**config.mk**
```make
export PLATFORM = sky130hd
export DESIGN_NAME = pipe_stall_ctrl_flat
export DESIGN_NICKNAME = d
export VERILOG_FILES = /design/src/rtl/pipe_stall_ctrl_if.sv /design/src/rtl/pipe_stall_ctrl.sv /design/src/flat_wrapper.sv
export SDC_FILE = /design/constraint.sdc
export NUM_CORES = 1
export LEC_CHECK = 0
export ABC_CLOCK_PERIOD_IN_PS = 2800
export CORE_ASPECT_RATIO = 0.5
export CORE_MARGIN = 1.5
export CORE_UTILIZATION = 25
export CTS_CLUSTER_DIAMETER = 100
export DETAILED_ROUTE_END_ITERATION = 7
export GPL_TIMING_DRIVEN = 1
export SKIP_LAST_GASP = 1
export SLEW_MARGIN = 0
export SYNTH_ARGS = -nofsm -noshare
export SYNTH_HDL_FRONTEND = slang
export SYNTH_SLANG_ARGS = --single-unit
```
**constraint.sdc**
```tcl
create_clock -name clk -period 2.8 [get_ports clk]
set_clock_uncertainty 0.1 [all_clocks]
set_input_delay 0.84 -clock clk [delete_from_list [all_inputs] [get_ports clk]]
set_output_delay 0.84 -clock clk [all_outputs]
set_load 0.005 [all_outputs]
```
**src/rtl/pipe_stall_ctrl_if.sv**
```systemverilog
// Hazard/stall signal bundle between the pipeline stages and the central stall controller.
// The controller side uses the slave modport; the pipeline (or a bench) uses master.
interface pipe_stall_ctrl_if #(
    parameter int CNT_W = 32
);
    logic             id_stall_request;
    logic             ex_mdu_start;
    logic             ex_mdu_div;
    logic             mem_ram_req;
    logic             mem_ram_ready;
    logic [5:0]       stall;
    logic             mdu_busy;
    logic             mdu_done;
    logic [CNT_W-1:0] stall_cycles;
    logic             mem_timeout;

    modport master (
        output id_stall_request, ex_mdu_start, ex_mdu_div, mem_ram_req, mem_ram_ready,
        input  stall, mdu_busy, mdu_done, stall_cycles, mem_timeout
    );

    modport slave (
        input  id_stall_request, ex_mdu_start, ex_mdu_div, mem_ram_req, mem_ram_ready,
        output stall, mdu_busy, mdu_done, stall_cycles, mem_timeout
    );
endinterface

```
**src/rtl/pipe_stall_ctrl.sv**
```systemverilog
// Central stall controller: merges load-use, MDU latency and RAM wait hazards into one
// per-stage stall vector, with a stalled-cycle counter and a sticky RAM timeout flag.
module pipe_stall_ctrl #(
    parameter int MUL_LAT     = 3,
    parameter int DIV_LAT     = 32,
    parameter int MEM_TIMEOUT = 256,
    parameter int CNT_W       = 32
) (
    input  logic              clk,
    input  logic              rst,
    pipe_stall_ctrl_if.slave  bus
);
    localparam int          WAIT_W    = (MEM_TIMEOUT > 1) ? $clog2(MEM_TIMEOUT) : 1;
    localparam logic [WAIT_W-1:0] WAIT_LAST = WAIT_W'(MEM_TIMEOUT - 1);
    localparam logic [5:0]  MUL_LOAD  = 6'(MUL_LAT - 1);
    localparam logic [5:0]  DIV_LOAD  = 6'(DIV_LAT - 1);

    typedef enum logic {S_RUN, S_MDU} state_t;

    state_t            state_reg, state_next;
    logic [5:0]        cnt_reg, cnt_next;
    logic [WAIT_W-1:0] wait_cnt_reg;
    logic [CNT_W-1:0]  stall_cycles_reg;
    logic              mem_timeout_reg;
    logic              mem_wait;
    logic              ex_hold;
    logic              mdu_done_next;

    assign mem_wait = bus.mem_ram_req & ~bus.mem_ram_ready;

    always_comb begin
        state_next    = state_reg;
        cnt_next      = cnt_reg;
        ex_hold       = 1'b0;
        mdu_done_next = 1'b0;
        case (state_reg)
            S_RUN: begin
                // A start seen during a RAM wait is held in EX and retried next cycle.
                if (bus.ex_mdu_start) begin
                    ex_hold = 1'b1;
                    if (!mem_wait) begin
                        state_next = S_MDU;
                        cnt_next   = bus.ex_mdu_div ? DIV_LOAD : MUL_LOAD;
                    end
                end
            end
            S_MDU: begin
                if (mem_wait) begin
                    ex_hold = 1'b1;
                end else if (cnt_reg != 6'd0) begin
                    ex_hold  = 1'b1;
                    cnt_next = cnt_reg - 6'd1;
                end else begin
                    mdu_done_next = 1'b1;
                    state_next    = S_RUN;
                end
            end
            default: state_next = S_RUN;
        endcase
    end

    always_ff @(posedge clk) begin
        if (rst) begin
            state_reg <= S_RUN;
            cnt_reg   <= 6'd0;
        end else begin
            state_reg <= state_next;
            cnt_reg   <= cnt_next;
        end
    end

    // Each stage bit is asserted by every hazard whose reach covers that stage.
    for (genvar gi = 0; gi < 6; gi++) begin : g_stall
        assign bus.stall[gi] = ~rst & ((mem_wait         & (gi <= 4)) |
                                       (ex_hold          & (gi <= 3)) |
                                       (bus.id_stall_request & (gi <= 2)));
    end

    always_ff @(posedge clk) begin
        if (rst) begin
            stall_cycles_reg <= '0;
        end else if (bus.stall[0] && (stall_cycles_reg != '1)) begin
            stall_cycles_reg <= stall_cycles_reg + 1'b1;
        end
    end

    // wait_cnt parks at its last value so a very long wait never wraps.
    always_ff @(posedge clk) begin
        if (rst) begin
            wait_cnt_reg    <= '0;
            mem_timeout_reg <= 1'b0;
        end else if (mem_wait) begin
            if (wait_cnt_reg == WAIT_LAST) begin
                mem_timeout_reg <= 1'b1;
            end else begin
                wait_cnt_reg <= wait_cnt_reg + 1'b1;
            end
        end else begin
            wait_cnt_reg <= '0;
        end
    end

    assign bus.mdu_busy     = (state_reg == S_MDU);
    assign bus.mdu_done     = mdu_done_next & ~rst;
    assign bus.stall_cycles = stall_cycles_reg;
    assign bus.mem_timeout  = mem_timeout_reg;
endmodule

```
**src/flat_wrapper.sv**
```systemverilog
// flat-port wrapper written by rule: the top's interface ports become plain ports
module pipe_stall_ctrl_flat 
#(
    parameter int MUL_LAT     = 3,
    parameter int DIV_LAT     = 32,
    parameter int MEM_TIMEOUT = 256,
    parameter int CNT_W       = 32
)
  (clk, rst, bus_id_stall_request, bus_ex_mdu_start, bus_ex_mdu_div, bus_mem_ram_req, bus_mem_ram_ready, bus_stall, bus_mdu_busy, bus_mdu_done, bus_stall_cycles, bus_mem_timeout);
  pipe_stall_ctrl_if #(.CNT_W(CNT_W)) bus_i ();
  input  logic clk;
  input  logic rst;
  input wire logic [$bits(bus_i.id_stall_request)-1:0] bus_id_stall_request;
  input wire logic [$bits(bus_i.ex_mdu_start)-1:0] bus_ex_mdu_start;
  input wire logic [$bits(bus_i.ex_mdu_div)-1:0] bus_ex_mdu_div;
  input wire logic [$bits(bus_i.mem_ram_req)-1:0] bus_mem_ram_req;
  input wire logic [$bits(bus_i.mem_ram_ready)-1:0] bus_mem_ram_ready;
  output wire logic [$bits(bus_i.stall)-1:0] bus_stall;
  output wire logic [$bits(bus_i.mdu_busy)-1:0] bus_mdu_busy;
  output wire logic [$bits(bus_i.mdu_done)-1:0] bus_mdu_done;
  output wire logic [$bits(bus_i.stall_cycles)-1:0] bus_stall_cycles;
  output wire logic [$bits(bus_i.mem_timeout)-1:0] bus_mem_timeout;
  assign bus_i.id_stall_request = bus_id_stall_request;
  assign bus_i.ex_mdu_start = bus_ex_mdu_start;
  assign bus_i.ex_mdu_div = bus_ex_mdu_div;
  assign bus_i.mem_ram_req = bus_mem_ram_req;
  assign bus_i.mem_ram_ready = bus_mem_ram_ready;
  assign bus_stall = bus_i.stall;
  assign bus_mdu_busy = bus_i.mdu_busy;
  assign bus_mdu_done = bus_i.mdu_done;
  assign bus_stall_cycles = bus_i.stall_cycles;
  assign bus_mem_timeout = bus_i.mem_timeout;
  pipe_stall_ctrl #(.MUL_LAT(MUL_LAT), .DIV_LAT(DIV_LAT), .MEM_TIMEOUT(MEM_TIMEOUT), .CNT_W(CNT_W)) u_core (.clk(clk), .rst(rst), .bus(bus_i));
endmodule
```
Yosys cells after proc, flatten, opt, wreduce, memory -nomap -nowiden. Cells that the tools add are included.

Equal/unequal tests: 6. Add/sub/neg operators: 3. Muxes and demuxes: 16. Bitwise logic cells: 11. Reductions and logical operators: 5.

Operators with widths (number): 32-bit by 1-bit adder with 32-bit output, second input constant (1); 32-bit != test, second input constant (1); 6-bit two-way mux (4); 6-bit one-hot mux with 2 select lines (1); 8-bit by 1-bit adder with 8-bit output, second input constant (1); 8-bit == test, second input constant (1); 1-bit two-way mux (8); 2-bit != test, second input constant (4); 6-bit nonzero test (1); 6-bit by 1-bit subtractor with 6-bit output, second input constant (1); 1-bit AND (5); 5-bit two-way mux (1); 1-bit NOT (4); 1-bit one-hot mux with 2 select lines (2); 4-bit AND reduction (1); 1-bit OR (2); 2-bit AND reduction (1); 2-bit OR reduction (1); 1-bit logical AND (1).

Input bits: 7. Register bits: 48.

Longest topological paths before layout. Gate-level depths: netlist of run 1.

Word-level depth: 8. Gate-level depth with buffers: 10. Depth with buffers taken out: 7.

Least setup slack after synthesis of run 1. Ideal clock, no wire load.

Path type: input port to output port. From: input port bus_ex_mdu_start. To: output port bus_stall[1]. Cell stages on the path: 5. Path slack: -0.208 ns. Path buffers: 2. Data arrival time: 2.068 ns. Cells stage by stage: or2_2 > a2111oi_4 > buf_2 > nor2_1 > buf_4.

Longest elaborated chain between the ends: 5.

Ends and longest elaborated chain: start: declaration (RTL line flat_wrapper.sv:14) `input wire logic [$bits(bus_i.ex_mdu_start)-1:0] bus_ex_mdu_start;`; 1-bit two-way mux (RTL line pipe_stall_ctrl.sv:39) `if (bus.ex_mdu_start) begin`; 1-bit one-hot mux with 2 select lines (RTL line pipe_stall_ctrl.sv:36) `case (state_reg)`; 1-bit OR (2 in a row); 1-bit AND; end: declaration (RTL line flat_wrapper.sv:18) `output wire logic [$bits(bus_i.stall)-1:0] bus_stall;`.

Every way passes these cells.

Worst setup path in the final report of run 1.
From: register u_core.cnt_reg[1]. To: output port bus_stall[0].

Longest elaborated chain between the ends: 7.

Ends and longest elaborated chain: start: declaration (RTL line pipe_stall_ctrl.sv:21) `logic [5:0] cnt_reg, cnt_next;`; start signal: assignment (RTL line pipe_stall_ctrl.sv:68) `cnt_reg <= cnt_next;`; 6-bit nonzero test (RTL line pipe_stall_ctrl.sv:50) `end else if (cnt_reg != 6'd0) begin`; 1-bit two-way mux (RTL line pipe_stall_ctrl.sv:50); 1-bit two-way mux (RTL line pipe_stall_ctrl.sv:48) `if (mem_wait) begin`; 1-bit one-hot mux with 2 select lines (RTL line pipe_stall_ctrl.sv:36); 1-bit OR (RTL line pipe_stall_ctrl.sv:74) `assign bus.stall[gi] = ~rst & ((mem_wait & (gi <= 4)) |`; 1-bit OR (RTL line pipe_stall_ctrl.sv:75) `(ex_hold & (gi <= 3)) |`; 1-bit AND (RTL line pipe_stall_ctrl.sv:74).

Every way passes these cells.

==> results of run 1 <==
layout make-up:
cell class / count / area [um^2]
Clock inverter: 1 / 30.0
Fill cell: 1002 / 6100
Tap cell: 135 / 169
Clock buffer: 7 / 153
Multi-Input combinational cell: 225 / 1500
Timing Repair Buffer: 82 / 707
Sequential cell: 48 / 963
Inverter: 11 / 41.3
what timing repair did:
item | CTS | global route
gates cloned | 2 | 0
resized for setup | 44 | 0
pin swaps | 8 | 0
setup buffers | 4 | 0
setup endpoints to repair | 30 | 4
placed cells by master (no fill, tap or decap), drive strengths merged, types with 6 or more instances in the layout:
cell           Yosys  layout
mux2               6       6
or4               21      21
nor2              23      23
nor2b              6       6
nand2             17      17
a21oi             32      32
nand3             12      12
clkdlybuf4s50      0      35
inv               11      11
clkbuf             7       7
o21ai             12      12
dfxtp             48      48
buf               11      42
nor3               9       9
or3                6       6
o31ai             20      20
nand4             11      11
per-stage QoR:
stage	std cells	hold WS (ns)	power, mW	instance area, um^2
6_report	509	0.393	1.67	3570
5_1_grt	509	0.429	1.73	3570
4_1_cts	509	0.405	1.68	3570
3_5_place_dp	495	0.395	0.935	3310
3_3_place_gp	495	0.376	0.935	3310
2_1_floorplan	302	0.363	0.851	2570
kinds of logic after synthesis:
| logic type | Yosys count |
|---|---|
| and+or+nand+nor | 131 |
| AOI/OAI and AO/OA | 79 |
| DFF | 48 |
| buffers and inverters | 29 |
| muxes | 7 |
| adders and majority gates | 4 |
| xor gates and xnor gates | 3 |
| other | 1 |
worst max-delay path, delay by kind of cell (launching register included):
family	cells	cell delay (ns)
simple gates	2	0.57
compound gates	1	0.42
flops	1	0.32
buf+inv	2	0.21
fa+ha+maj	1	0.13
worst paths after layout:
| check | end | cells past startpoint | start |
|---|---|---|---|
| setup / recovery | bus_stall[0] | 6 | u_core.cnt_reg[1] |
| hold / removal | u_core.bus.mem_timeout | 2 | u_core.bus.mem_timeout |
| setup reg to reg | u_core.bus.stall_cycles[14] | 10 | u_core.cnt_reg[1] |
| hold reg to reg | u_core.bus.mem_timeout | 2 | u_core.bus.mem_timeout |
layer usage:
layer | global-route usage | share of wire | vias up
met5 | 0 | 0 | -
met2 | 0.199 | 0.44 | 34
li1 | - | - | 1296
met4 | 0.0397 | 0.011 | 0
met1 | 0.181 | 0.52 | 1179
met3 | 0.0252 | 0.028 | 7
synth_stat cells (3+ instances only):
cell type / count
nand2_1: 17
o31ai_1: 20
nand2b_1: 3
nor2_1: 23
dfxtp_1: 48
inv_1: 11
and4_1: 3
buf_4: 5
or4_1: 21
a21oi_1: 32
nor2b_1: 6
ha_1: 4
buf_2: 5
or3_1: 6
nand4_1: 11
nor3_1: 9
mux2_2: 6
nand3_1: 11
nor4_1: 4
clkbuf_1: 7
or2_2: 4
and3_1: 4
o21ai_0: 11
report_power, final:
group	switching (mW)	leakage, nW	total, mW	internal (mW)
Sequential	0.0175	0.389	0.719	0.701
Combinational	0.107	0.767	0.218	0.111
Clock	0.264	0.0901	0.735	0.471
==> impl_metrics.yaml, run 1 <==
run_status:
  status: "complete, but fails checks"
  violations: "negative setup slack"
yosys:
  synth-edff-count: 0
  synth_xor_area_frac: 0.0103
  netlist_area_um2: 2540
  synth_flop_cell: "dfxtp_1"
  avgSynthCellArea_um2: 8.42
  muxShareOfSynthArea: 0.0305
  synth-simple-area-share: 0.302
  synthAdderAreaFrac: 0.0197
  synth_top_family_by_area: "simple AND/OR/NAND/NOR gates"
  synthTopCellsByArea: "dfxtp_1, a21oi_1, or4_1"
  synth-compound-area-share: 0.202
  syn-num-nets: 313
  synth_top_cell_by_area: "dfxtp_1"
  synthCells: 302
  async_reset_ff_frac: 0
  ys_seq_area_frac: 0.378
  yosysWarningCount: 0
  synth_top_area_share: 0.378
  synth.distinct_cells: 47
  ys_ff_latch: 48
drt:
  ant_nets: 0
  wl_per_cell_um: 13.2
  num_vias: 2516
  vias_per_cell: 4.94
  drc: 0
  wl_mm: 6.74
  drtIter0Drc: 126
  detail_route.first_pass.iterations: 4
placement:
  pre_cts_slack_ns: -0.719
  hpwl_mm: 4.61
  gp_congestion: 0.787
  port_buffers: 46
run:
  max_cap_violations: 0
global_routing:
  grt_pass1_vias: 2267
  antenna_found_initial: 0
  grt_max_degree: 34
  grt-ovfl-total: 0
  grt_pass1_wl_mm: 11.3
  grtUsageTotal: 0.128
floorplanning:
  die_h_um: 74.3
  num_io_pins: 48
  row_count: 25
  start_util: 0.263
  core_um2: 9670
  die_area_um2: 10800
  die_w_um: 146
pwr:
  ir_worst_vdd_mv: 0.291
  p_leak_nw: 1.25
  p_per_area_nw_per_um2: 469
timing:
  tns_ns: -0.237
  period_needed_ns: 2.87
  grt_setup_unrepaired: "true"
  fin_ws_ns: -0.0683
  finalSetupViolations: 4
  slew_headroom: 0.662
  slew_viol_final: 0
  max_freq_mhz: 349
  tightestPinTransition_ns: 0.503
  hold_violations: 0
  fin_crit_sh: 1.02
cells_and_area:
  final_core_util: 0.369
  final_nets: 384
  largest_reg_flops: 32
  diodes: 0
  layout-drive-gt1-share: 0.211
  area_growth_pct: 40.3
cts:
  clk_pin_slew_ns: 0.06
  cts_sinks: 48
  cts_tree: "yes"
  insertion_delay_ns: 0.29
  cts_max_level: 2
  hold_buffers: 0
  clk_path_buf_depth: 2
  cts-root-buf: "clkbuf_16"
  cts_buffers: 5
worst_hold_path:
  hold_class: "reg -> reg"
critical_path:
  path_class: "reg -> out"
  crit_arrival_ns: 1.93
  cp_max_fo: 3
  reg2reg_setup_slack_ns: 0.14
  crit_chain: "inv_2 -> ha_4 -> or4b_4 -> a2111oi_4 -> nor2_4 -> buf_2"
  start_kind: "register"
  cp_slowest_stage_delay_ns: 0.49
  cp.required_ns: 1.86
  end_kind: "output pin"
  slowest_stage: "or4b_4"
(Power assumes the default switching activity.)
==> inputs of run 2 (changes only) <==
CORE_UTILIZATION = 32   (was 25)
==> run 2 against run 1 <==
The run still ends with negative setup slack left. Via count up 4.6%. Hold slack worse by 0.0066 ns. Total power decreased by 6.4%. Clock-buffer cell count is 1 lower. Sequential cell count unchanged. Wire length increased by 1.3%. Sequential share of layout area grew 0.076 points. First-iteration DRC count increased by 1.6%. Critical path depth rose by 1. Clock power decreased by 21%. Critical endpoint is now bus_stall[2].
==> impl_metrics.yaml, run 2 (synthesized netlist as in run 1, its figures left out) <==
run:
  max_cap_violations: 0
floorplanning:
  core_um2: 7510
  die_w_um: 129
  start_util: 0.338
  die_h_um: 66.0
  num_io_pins: 48
  die_area_um2: 8520
  row_count: 22
timing:
  max_freq_mhz: 338
  hold_violations: 0
  finalSetupViolations: 4
  period_needed_ns: 2.96
  fin_ws_ns: -0.162
  grt_setup_unrepaired: "true"
  hold_ws_ns: 0.386
  slew_headroom: 0.649
  fin_crit_sh: 1.06
  slew_viol_final: 0
  tightestPinTransition_ns: 0.523
cts:
  clk_path_buf_depth: 2
  cts_buffers: 5
  cts_sinks: 48
  clk_pin_slew_ns: 0.07
  insertion_delay_ns: 0.28
  cts_tree: "yes"
  cts_max_level: 2
  cts-root-buf: "clkbuf_16"
placement:
  dpl-instance-area_um2: 3250
  gp_congestion: 0.833
  pre_cts_slack_ns: -0.708
  port_buffers: 46
  hpwl_mm: 4.51
critical_path:
  r2r-start: "u_core.cnt_reg[0]"
  slowest_stage: "or4b_4"
  crit_chain: "inv_2 -> ha_4 -> or4b_4 -> buf_6 -> a2111oi_4 -> nor2_4 -> buf_2"
  path_class: "reg -> out"
  cp_max_fo: 3
  crit_end: "bus_stall[2]"
  start_kind: "register"
  cp_slowest_stage_delay_ns: 0.47
  r2r.worst_path.cells: 11
  cp.required_ns: 1.86
  end_kind: "output pin"
  crit_arrival_ns: 2.02
  reg2reg_setup_slack_ns: 0.11
  reg2reg_to: "u_core.bus.stall_cycles[14]"
  critPathLaunch: "u_core.cnt_reg[0]"
drt:
  ant_nets: 0
  num_vias: 2632
  wl_mm: 6.82
  drtIter0Drc: 128
  vias_per_cell: 5.44
  wl_per_cell_um: 14.1
  detail_route.first_pass.iterations: 4
  drc: 0
pwr:
  p_per_area_nw_per_um2: 440
  p_leak_nw: 1.25
  ir_worst_vdd_mv: 0.251
cells_and_area:
  area_growth_pct: 39.9
  final_nets: 387
  largest_reg_flops: 32
  diodes: 0
  layout-drive-gt1-share: 0.226
  final_common_cell: "dfxtp_1"
  finalInstanceArea_um2: 3560
  final_cell_mix: "dfxtp_1, clkdlybuf4s50_1, buf_4, a21oi_1, nor2_1"
worst_hold_path:
  hold_class: "reg -> reg"
  min_from: "u_core.bus.mem_timeout"
run_status:
  status: "complete, but fails checks"
  violations: "negative setup slack"
global_routing:
  antenna_found_initial: 0
  grt-ovfl-total: 0
  grt_max_degree: 38
  grt_pass1_vias: 2420
  grt_pass1_wl_mm: 11.2
  grtUsageTotal: 0.164
## run 2: cell types whose count changed in the layout (fill, tap and decap cells not counted), sizes merged
cell / before / now
dlygate4sd2: 5 / 3
clkinv: 0 / 1
bufinv: 1 / 0
clkdlybuf4s15: 0 / 2
clkbuf: 7 / 9
## run 2: what timing repair did
item / CTS / global route
cloned: 1 / 1
endpoints found under the setup margin: 27 / 23
pin swaps: 4 / 5
resized for setup: 43 / 15
hold buffers: 0 / 0
buffers inserted: 9 / 4
## run 2: worst max-delay path, delay by kind of cell, from the launching register on
| kind | cells | cell delay [ns] |
|---|---|---|
| AOI/OAI and AO/OA | 1 | 0.41 |
| and+or+nand+nor | 2 | 0.52 |
| adders and majority gates | 1 | 0.12 |
| buffers and inverters | 3 | 0.34 |
| DFF | 1 | 0.33 |
## run 2: worst min path at each step
stage | to | slack, ns | cells after the start
6_report | u_core.bus.mem_timeout | 0.39 | 2
2_1_floorplan | u_core.bus.mem_timeout | 0.36 | 2
3_3_place_gp | u_core.bus.mem_timeout | 0.37 | 2
4_1_cts | u_core.bus.mem_timeout | 0.39 | 2
3_5_place_dp | u_core.bus.mem_timeout | 0.37 | 2
5_1_grt | u_core.bus.mem_timeout | 0.43 | 2
## run 2: area by class of cell
cell class / instances / area (um^2)
Clock buffer: 6 / 129
Clock inverter: 1 / 5.00
Fill cell: 708 / 3960
Inverter: 11 / 41.3
Multi-Input combinational cell: 225 / 1520
Sequential cell: 48 / 963
Tap cell: 108 / 135
Timing Repair Buffer: 85 / 764
## run 2: per-layer routing
layer  vias up  routed length [um]  GRT usage
li1       1293                   -          -
met4         0                  42     0.0379
met5         -                   0          0
met3         4                 221     0.0283
met1      1289                3250      0.206
met2        46                3310      0.295
## run 2: power breakdown
part	switching (mW)	internal [mW]
clock network	0.258	0.326
registers	0.0177	0.701
logic	0.121	0.141
## run 2: through the flow
step	TNS [ns]	power (mW)	util	instances
floorplan	-0.260	0.851	-	302
global placement	-14.47	0.928	0.432	464
detailed placement	-16.33	0.935	0.432	464
CTS	-0.589	1.54	0.462	480
global route	-0.863	1.63	0.473	484
finish	-0.504	1.56	0.473	484
